File: src/rtl/isram_arbiter_pkg.sv
// Shared definitions for the instruction-SRAM arbiter: bus widths and the
// encoding that tags which requester owns the read beat in flight.
package isram_arbiter_pkg;

    localparam int ISRAM_AW = 29;
    localparam int ISRAM_DW = 64;

    typedef enum logic [1:0] {
        OWN_NONE  = 2'd0,
        OWN_FETCH = 2'd1,
        OWN_EXT   = 2'd2
    } rd_owner_e;

endpackage

File: src/rtl/isram_arbiter_starve_cnt.sv
// Saturating count of consecutive cycles the secondary requester was denied;
// starve_hit forces the next grant to the secondary requester.
module arb_starve_cnt #(
    parameter int STARVE_LIMIT = 4
) (
    input  logic clk,
    input  logic cpurst,
    input  logic ext_req,
    input  logic ext_gnt,
    output logic starve_hit
);

    localparam logic [3:0] LIMIT = 4'(STARVE_LIMIT);

    logic [3:0] cnt_reg;
    logic [3:0] cnt_next;

    always_comb begin
        cnt_next = cnt_reg;
        if (!ext_req || ext_gnt) begin
            cnt_next = 4'd0;
        end else if (cnt_reg != LIMIT) begin
            cnt_next = cnt_reg + 4'd1;
        end
    end

    always_ff @(posedge clk) begin
        if (cpurst) begin
            cnt_reg <= 4'd0;
        end else begin
            cnt_reg <= cnt_next;
        end
    end

    assign starve_hit = (cnt_reg == LIMIT);

endmodule

File: src/rtl/isram_arbiter.sv
// Arbitrates the single instruction-SRAM port between fetch (priority) and a
// secondary requester, and routes each returned read beat to its owner.
module isram_arbiter
    import isram_arbiter_pkg::*;
#(
    parameter int STARVE_LIMIT = 4
) (
    input  logic                clk,
    input  logic                cpurst,
    input  logic                isram_cs,
    input  logic [31:3]         isram_adr,
    output logic [ISRAM_DW-1:0] instr_fromsram,
    output logic                fet_arb_stall,
    input  logic                ext_req,
    input  logic                ext_we,
    input  logic [31:3]         ext_adr,
    input  logic [ISRAM_DW-1:0] ext_wdata,
    input  logic [7:0]          ext_wmask,
    output logic                ext_gnt,
    output logic                ext_rvalid,
    output logic [ISRAM_DW-1:0] ext_rdata,
    output logic                sram_cs,
    output logic                sram_we,
    output logic [31:3]         sram_adr,
    output logic [ISRAM_DW-1:0] sram_wdata,
    output logic [7:0]          sram_wmask,
    input  logic [ISRAM_DW-1:0] sram_rdata
);

    logic          starve_hit;
    logic          fet_gnt;
    rd_owner_e     rd_owner_reg;
    rd_owner_e     rd_owner_next;
    logic [ISRAM_DW-1:0] fet_hold_reg;

    arb_starve_cnt #(
        .STARVE_LIMIT (STARVE_LIMIT)
    ) u_starve_cnt (
        .clk        (clk),
        .cpurst     (cpurst),
        .ext_req    (ext_req),
        .ext_gnt    (ext_gnt),
        .starve_hit (starve_hit)
    );

    assign ext_gnt       = !cpurst && ext_req && (!isram_cs || starve_hit);
    assign fet_gnt       = !cpurst && isram_cs && !ext_gnt;
    assign fet_arb_stall = !cpurst && isram_cs && ext_gnt;

    always_comb begin
        sram_cs    = 1'b0;
        sram_we    = 1'b0;
        sram_adr   = '0;
        sram_wdata = '0;
        sram_wmask = '0;
        if (ext_gnt) begin
            sram_cs    = 1'b1;
            sram_we    = ext_we;
            sram_adr   = ext_adr;
            sram_wdata = ext_wdata;
            sram_wmask = ext_wmask;
        end else if (fet_gnt) begin
            sram_cs  = 1'b1;
            sram_adr = isram_adr;
        end
    end

    // A granted write returns no beat, so it leaves the return path idle.
    always_comb begin
        rd_owner_next = OWN_NONE;
        if (fet_gnt) begin
            rd_owner_next = OWN_FETCH;
        end else if (ext_gnt && !ext_we) begin
            rd_owner_next = OWN_EXT;
        end
    end

    always_ff @(posedge clk) begin
        if (cpurst) begin
            rd_owner_reg <= OWN_NONE;
            fet_hold_reg <= '0;
        end else begin
            rd_owner_reg <= rd_owner_next;
            if (rd_owner_reg == OWN_FETCH) begin
                fet_hold_reg <= sram_rdata;
            end
        end
    end

    // Returned data is masked while reset is held so a beat in flight is dropped.
    assign ext_rvalid = !cpurst && (rd_owner_reg == OWN_EXT);
    assign ext_rdata  = ext_rvalid ? sram_rdata : '0;

    always_comb begin
        instr_fromsram = fet_hold_reg;
        if (cpurst) begin
            instr_fromsram = '0;
        end else if (rd_owner_reg == OWN_FETCH) begin
            instr_fromsram = sram_rdata;
        end
    end

endmodule

File: config.mk
export PLATFORM = sky130hd
export DESIGN_NAME = isram_arbiter
export DESIGN_NICKNAME = d
export VERILOG_FILES = /design/src/rtl/isram_arbiter_pkg.sv /design/src/rtl/isram_arbiter_starve_cnt.sv /design/src/rtl/isram_arbiter.sv
export SDC_FILE = /design/constraint.sdc
export NUM_CORES = 1
export LEC_CHECK = 0
export BUFFER_PORTS_ARGS = -buffer_cell sky130_fd_sc_hd__clkbuf_2
export CAP_MARGIN = 10
export CORE_AREA = 10 10 161 163
export CTS_CLUSTER_DIAMETER = 50
export DETAILED_ROUTE_END_ITERATION = 10
export DIE_AREA = 0 0 171 173
export PLACE_DENSITY = 0.54
export SETUP_SLACK_MARGIN = 0.3
export SLEW_MARGIN = 20
export SYNTH_ARGS = -nofsm -noshare
export SYNTH_HDL_FRONTEND = slang
export SYNTH_SLANG_ARGS = --single-unit
File: constraint.sdc
create_clock -name clk -period 3 [get_ports clk]
set_clock_uncertainty 0.05 [all_clocks]
set_input_delay 0.3 -clock clk [delete_from_list [all_inputs] [get_ports clk]]
set_output_delay 0.3 -clock clk [all_outputs]
set_load 0.02 [all_outputs]
After elaboration in Yosys (flattened, before gate mapping). Index checks and enable logic that the tools add are counted.

Equal/unequal tests: 4. Add/sub/neg operators: 1. Reductions and logical operators: 16. Multiplexer cells: 12.

Operator list (number): two-way mux 64 bit (4); two-way mux 29 bit (2); two-way mux 8 bit (1); logical AND 1 bit (7); zero test 1 bit (5); adder 4 x 1 -> 4 bit, second input constant (1); == test 4 x 3 -> 1 bit, second input constant (1); two-way mux 1 bit (4); inequality test 4 x 3 -> 1 bit, second input constant (1); OR reduction 2 bit (2); == test 2 x 1 -> 1 bit, second input constant (1); == test 2 bit, second input constant (1); logical OR 1 bit (2); two-way mux 2 bit (1).

Output and inout port bits: 234. Logic and storage cells: 37. Bits of input ports: 199. Bits in registers: 70.

Depth between registers and ports, before layout. Gate-level depths: netlist of run 1.

Depth after elaboration: 7. Depth in mapped cells: 7. Mapped depth without buffers: 5.

Cells and area by module. A second synthesis of run 1 with hierarchy kept.

Cells, all modules: 536. Area, all modules: 3913.8 sq um.

By module, submodules not included: isram_arbiter (instances 1, cells each 515, sequential area each 1321.3 sq um, area each 3699.8 sq um); arb_starve_cnt (instances 1, cells each 21, sequential area each 80.1 sq um, area each 214.0 sq um).

Worst setup path after synthesis of run 1. OpenSTA, ideal clock, no wires.

Path type: reg-to-output. From: register u_starve_cnt.cnt_reg[0]. To: output port sram_adr[10] (netlist bit). Path buffers: 1. Data required time: 2.650 ns. Stages on the path, launching flop included: 7. Setup slack: 1.234 ns. Arrival time: 1.416 ns. Cell sequence: dfxtp_1 inv_1 ha_1 nand3b_1 o211a_1 clkbuf_1 a22o_1.

Longest elaborated chain between the ends: 7.

RTL lines: start, declared (RTL line isram_arbiter_starve_cnt.sv:15) `logic [3:0] cnt_reg;`; start signal, assigned (RTL line isram_arbiter_starve_cnt.sv:31) `cnt_reg <= cnt_next;`; == test 4 x 3 -> 1 bit (*) (RTL line isram_arbiter_starve_cnt.sv:35) `assign starve_hit = (cnt_reg == LIMIT);`; logical OR 1 bit (*) (RTL line isram_arbiter.sv:46) `assign ext_gnt = !cpurst && ext_req && (!isram_cs || starve_hit);`; logical AND 1 bit (*) (RTL line isram_arbiter.sv:46); zero test 1 bit (RTL line isram_arbiter.sv:47) `assign fet_gnt = !cpurst && isram_cs && !ext_gnt;`; logical AND 1 bit (RTL line isram_arbiter.sv:47); two-way mux 29 bit (RTL line isram_arbiter.sv:62) `end else if (fet_gnt) begin`; two-way mux 29 bit (*) (RTL line isram_arbiter.sv:56) `if (ext_gnt) begin`; end, declared (RTL line isram_arbiter.sv:24) `output logic [31:3] sram_adr,`.

Every way passes the cells marked *; elsewhere a longest branch is shown, timed or not.

Worst setup path after layout of run 1.
From: register u_starve_cnt.cnt_reg[0]. To: output port sram_adr[26] (netlist bit).

Same word-level chain as after synthesis.

==> results.tsv, run 1 <==
stage	metric	value	unit
outcome	status	finished, final reports clean	
synthesis	netlist_instances	496	
final_layout	syn_to_final_growth	73.3	%
global_route	grt_max_degree	106	
global_route	grt_pass1_vias	4874	
floorplan	ios	433	
sta	grt_setup_unrepaired	false	
synthesis	synthFlopType	dfxtp_1	
critical_path	critPathTopFamily	buffers and inverters	
sta	fin_crit_sh	83.9	%
critical_path	r2r_setup_slack	1.44	ns
floorplan	num_rows	55	
power_and_ir_drop	total_power	2.66	mW
critical_path	path_cells	inv_1 -> ha_1 -> nand3b_1 -> o211a_1 -> buf_6 -> a22o_1 -> clkbuf_2	
synthesis	avgSynthCellArea	7.48	µm²
placement	numPortBuffers	432	
clock_network	hold_buffers	0	
routing	drc_errors	0	
global_route	antenna_found_initial	0	
floorplan	die_x	171	µm
placement	place_congestion	0.864	
floorplan	fp.dieH	173	µm
floorplan	fp.dieArea	29600	µm²
routing	wl	23700	µm
synthesis	syn_nets	697	
final_layout	fillers	2565	
power_and_ir_drop	p_leak	3.48	nW
synthesis	synth_area_leaders	dfxtp_1 38%, and2_1 23%, nand2_1 13%	
critical_path	crit_fanout	29	
synthesis	yosys_warnings	0	
synthesis	synthesis.area	3710	µm²
critical_path	critPathArrivalTime	2.17	ns
critical_path	crit_slowest_cell	dfxtp_1	
sta	hold_viol_final	0	
global_route	overflow	0	
job	maxCapViolCount	0	
clock_network	cts_tree	yes	
routing	num_vias	4921	
critical_path	cpPeakStageDelay	0.37	ns
power_and_ir_drop	vdd_drop_max	0.228	mV
synthesis	yosysTopAreaCellShare	37.8	%
clock_network	cts_buffer_depth	2	
critical_path	required	2.65	ns
critical_path	cp-end-kind	primary output	
final_layout	final_cell_mix	432 x clkbuf_2, 138 x and2_1, 129 x nand2_1	
synthesis	synth_top_area_cell	dfxtp_1	
clock_network	cts-htree-levels	3	
synthesis	yosys.cell_types.count	23	
critical_path	critical_path_class	reg2out	
power_and_ir_drop	power_per_cell_area	415	nW/µm²
clock_network	cts_made_buffers	9	
global_route	grt_first_pass_wirelength	33200	µm
sta	hold_slack	0.103	ns
routing	vias_per_cell	4.11	
final_layout	layout_commonest_cell	clkbuf_2	
clock_network	clk_pin_slew	0.05	ns
clock_network	numClockSinks	70	
sta	finalSetupViolCount	0	
routing	postRouteAntennaNets	0	
sta	setup_tns	0	ns
routing	drt_first_pass_iters	4	
clock_network	clock_latency	0.33	ns
sta	finalCriticalPeriod	2.52	ns
critical_path	worst-path-buf-inv	3	
clock_network	post_cts_buffers	0	
placement	hpwlAfterDp	20300	µm
synthesis	seq_area_frac_synth	37.8	%
synthesis	synth_seq_cells	70	
synthesis	synth_edf_count	0	
floorplan	core	22600	µm²
global_route	track_usage	14.9	%
clock_network	root_buffer	clkbuf_16	
final_layout	drive_above_1_share	50.5	%
routing	drtIter0Drc	247	
sta	fmax	397	MHz
floorplan	start_util	16.4	%
hold_path	hp-class	in2reg	
sta	relSlewSlack	71.5	%
sta	slew_viol_final	0	
final_layout	nets	1109	
final_layout	antenna_cells	0	
critical_path	startpoint_type	flip-flop	
clock_network	cts_resized	0	
synthesis	async_flop_share	0	%
routing	wl_per_cell	19.8	µm
final_layout	largest_register_ffs	64	
sta	worstMarginPinSlew	0.427	ns
per-stage QoR:
stage	cell area, µm²	utilization (%)	setup WS [ns]	cells
global placement	6100	27.0	0.734	1181
detailed placement	6100	27.0	0.752	1181
finish	6430	28.5	0.484	1198
floorplan	3710	-	1.23	496
global route	6430	28.5	0.342	1198
CTS	6410	28.4	0.379	1197
final timing paths:
kind / from / end / cells past startpoint
hold reg to reg: fet_hold_reg[11] / fet_hold_reg[11] / 2
setup reg to reg: u_starve_cnt.cnt_reg[0] / rd_owner_reg[1] / 6
hold / removal: ext_we / rd_owner_reg[1] / 2
setup / recovery: u_starve_cnt.cnt_reg[0] / sram_adr[26] / 7
area by class of cell:
type / count / area [µm²] / share of cell area, %
flip-flops and latches: 70 / 1400 / 21.8
multi-input cells: 379 / 2080 / 32.3
clock inverters: 3 / 42.5 / 0.662
inverters: 5 / 18.8 / 0.292
repair buffers: 443 / 2270 / 35.3
well taps: 285 / 357 / 5.55
clock buffers: 13 / 260 / 4.05
worst reg2reg max path, delay by kind of cell (launching register included):
kind | cells | cell delay, ns
fa+ha+maj | 1 | 0.14
simple gates | 2 | 0.33
buf+inv | 2 | 0.41
flops | 1 | 0.33
compound gates | 1 | 0.24
synthesized netlist by cell type (4+ instances only):
master	n
and2_1	138
buf_2	19
dfxtp_1	70
clkbuf_2	6
a22o_1	29
inv_1	5
nor3_1	4
a21oi_1	64
clkbuf_1	10
nand2_1	129
buf_6	6
power by group:
group	internal, mW	switching (mW)	total [mW]
logic	0.226	0.373	0.599
registers	0.972	0.0110	0.983
clock network	0.688	0.394	1.08
routing by layer:
layer  GRT usage (%)  wire length [µm]  vias up  share of wire (%)
li1                -                 -     2409                  -
met1            14.6              8020     2211                 34
met2            27.2             12300      285                 52
met3            7.38              3020       16                 13
met4            3.70               373        0                1.6
met5               0                 0        -                  0
logic make-up (layout without fill, tap and decap cells):
logic type                 after synthesis  in the layout  share of synthesized area [%]
xor gates and xnor gates                 2              2                          0.472
adders and majority gates                2              2                          0.674
and+or+nand+nor                        280            280                           38.3
buffers and inverters                   47            464                           6.81
AOI/OAI and AO/OA                       95             95                           16.0
DFF                                     70             70                           37.8
Note: power is estimated with default switching activity, not from simulation.
==> inputs of run 2 (changes only) <==
--- a/config.mk
+++ b/config.mk
@@ -7,11 +7,11 @@
 export LEC_CHECK = 0
 export BUFFER_PORTS_ARGS = -buffer_cell sky130_fd_sc_hd__clkbuf_2
 export CAP_MARGIN = 10
-export CORE_AREA = 10 10 161 163
+export CORE_AREA = 10 10 160 162
 export CTS_CLUSTER_DIAMETER = 50
 export DETAILED_ROUTE_END_ITERATION = 10
-export DIE_AREA = 0 0 171 173
-export PLACE_DENSITY = 0.54
+export DIE_AREA = 0 0 170 172
+export PLACE_DENSITY = 0.55
 export SETUP_SLACK_MARGIN = 0.3
 export SLEW_MARGIN = 20
 export SYNTH_ARGS = -nofsm -noshare
==> constraint.sdc (replaced) <==
create_clock -name clk -period 2.6 [get_ports clk]
set_clock_uncertainty 0.05 [all_clocks]
set_input_delay 0.26 -clock clk [delete_from_list [all_inputs] [get_ports clk]]
set_output_delay 0.26 -clock clk [all_outputs]
set_load 0.02 [all_outputs]
==> results.tsv, run 2 (synthesized netlist as in run 1, its figures left out) <==
stage	metric	value	unit	change
power_and_ir_drop	power_per_cell_area	505	nW/µm²	+22%
clock_network	clock_latency	0.33	ns	about the same
hold_path	whs_path_depth	2		unchanged
final_layout	fin_cells	1208		+0.83%
placement	pre_cts_ws	0.540	ns	-0.212 ns
clock_network	cts_tree	yes		
placement	dp.cells	1183		+0.17%
critical_path	critical_path_class	reg2out		
clock_network	cts_made_buffers	9		unchanged
placement	place_congestion	0.945		+9.3%
critical_path	startpoint_type	flip-flop		
floorplan	fp.dieArea	29200	µm²	-1.2%
clock_network	numClockSinks	70		unchanged
critical_path	required	2.29	ns	-0.36 ns
final_layout	drive_above_1_share	51.6	%	+1.1 points
sta	grt_setup_unrepaired	true		
global_route	grt_pass1_vias	4967		+1.9%
routing	vias_per_cell	4.08		-0.65%
placement	numPortBuffers	432		unchanged
floorplan	num_rows	55		unchanged
global_route	antenna_found_initial	8		+8
final_layout	nets	1117		+0.72%
routing	postRouteAntennaNets	0		unchanged
critical_path	r2r_end	rd_owner_reg[1]		
critical_path	r2r_start	u_starve_cnt.cnt_reg[0]		
floorplan	start_util	16.6	%	+0.15 points
outcome	status	finished, final reports clean		
global_route	grt_first_pass_wirelength	34000	µm	+2.2%
global_route	track_usage	15.7	%	+0.78 points
placement	hpwlAfterDp	21500	µm	+5.6%
critical_path	worst_r2r_path_depth	6		unchanged
sta	fin_crit_sh	86.4	%	
routing	drc_errors	0		unchanged
floorplan	die_x	170	µm	-0.58%
power_and_ir_drop	vdd_drop_max	0.263	mV	+15%
critical_path	cp-end-kind	primary output		
routing	wl_per_cell	20.9	µm	+5.7%
critical_path	critPathArrivalTime	1.94	ns	-0.23 ns
hold_path	min_from	ext_we		
sta	fin_ws	0.354	ns	-0.129 ns
power_and_ir_drop	total_power	3.39	mW	+27%
routing	drtIter0Drc	225		-8.9%
floorplan	fp.dieH	172	µm	-0.58%
routing	num_vias	4930		+0.18%
clock_network	root_buffer	clkbuf_16		
clock_network	cts_buffer_depth	2		unchanged
final_layout	final_cell_mix	398 x clkbuf_2, 138 x and2_1, 129 x nand2_1		
routing	wl	25200	µm	+6.6%
critical_path	crit_fanout	14		-52%
sta	fmax	445	MHz	
sta	finalSetupViolCount	0		unchanged
sta	setup_tns	0	ns	unchanged
sta	finalCriticalPeriod	2.25	ns	
hold_path	hp-class	in2reg		
floorplan	core	22400	µm²	-0.91%
clock_network	cts-htree-levels	3		unchanged
global_route	grt_max_degree	57		-46%
global_route	overflow	0		unchanged
final_layout	layout_commonest_cell	clkbuf_2		
critical_path	r2r_setup_slack	1.19	ns	-0.25 ns
routing	drt_first_pass_iters	4		unchanged
job	maxCapViolCount	0		unchanged
floorplan	ios	433		unchanged
final_layout	syn_to_final_growth	81.0	%	
hold_path	min_to	rd_owner_reg[1]		
sta	worstMarginPinSlew	0.384	ns	-0.0432 ns
sta	hold_viol_final	0		unchanged
final_layout	largest_register_ffs	64		unchanged
sta	relSlewSlack	74.4	%	+2.9 points
clock_network	clk_pin_slew	0.06	ns	about the same
power_and_ir_drop	p_leak	3.61	nW	+3.8%
sta	slew_viol_final	0		unchanged
==> run 2: worst max-delay path, cell delays in order, from the launching register on <==
cell	delay [ns]
dfxtp_2	0.33
inv_1	0.04
ha_1	0.20
nand3b_1	0.18
a21oi_4	0.10
buf_4	0.17
clkbuf_16	0.17
a22o_4	0.27
buf_12	0.14
==> run 2: report_power, final <==
| part | switching [mW] | total (mW) | internal (mW) | leakage [nW] |
|---|---|---|---|---|
| clock | 0.492 | 1.53 | 1.04 | 0.176 |
| sequential | 0.0124 | 1.13 | 1.12 | 0.573 |
| combinational | 0.441 | 0.728 | 0.287 | 2.86 |
| total | 0.946 | 3.39 | 2.45 | 3.61 |
==> run 2: layer usage <==
metal  vias up  part of all wire [%]  wire, µm  track usage (%)
met5         -                  0.27        69                0
met4         8                  0.73       183             2.86
met3        21                    12      3010             8.62
met2       254                    50     12700             27.8
met1      2210                    37      9270             16.2
li1       2437                     -         -                -
==> run 2: timing repair <==
item,in CTS,in global routing
hold buffers,0,0
buffers inserted,0,4
gates cloned,0,3
endpoints found under the setup margin,103,108
resized for setup,2,66
pin swaps,0,2
==> run 2: worst max-delay path by stage <==
stage / from / end / slack (ns) / cells past startpoint
global placement: u_starve_cnt.cnt_reg[0] / sram_adr[23] / 0.57 / 7
detailed placement: u_starve_cnt.cnt_reg[0] / sram_adr[22] / 0.54 / 7
global route: u_starve_cnt.cnt_reg[1] / sram_wdata[22] / 0.27 / 8
finish: u_starve_cnt.cnt_reg[0] / sram_adr[22] / 0.35 / 8
CTS: u_starve_cnt.cnt_reg[0] / sram_adr[22] / 0.26 / 7
floorplan: u_starve_cnt.cnt_reg[0] / sram_adr[10] / 0.87 / 6
==> run 2: final cells by class <==
class / count / area [µm²]
Sequential cell: 70 / 1400
Multi-Input combinational cell: 379 / 2100
Clock buffer: 9 / 225
Timing Repair Buffer: 451 / 2460
Antenna cell: 2 / 5.00
Tap cell: 285 / 357
Inverter: 5 / 18.8
Clock inverter: 7 / 145
Fill cell: 2510 / 15700
==> run 2: through the flow <==
stage	instance area (µm²)	hold slack (ns)	utilization [%]
final	6720	0.0614	30.0
after global routing	6710	0.0543	30.0
after CTS	6520	0.0524	29.1
after detailed placement	6140	0.401	27.4
after global placement	6140	0.396	27.4
after floorplan	3710	0.282	-
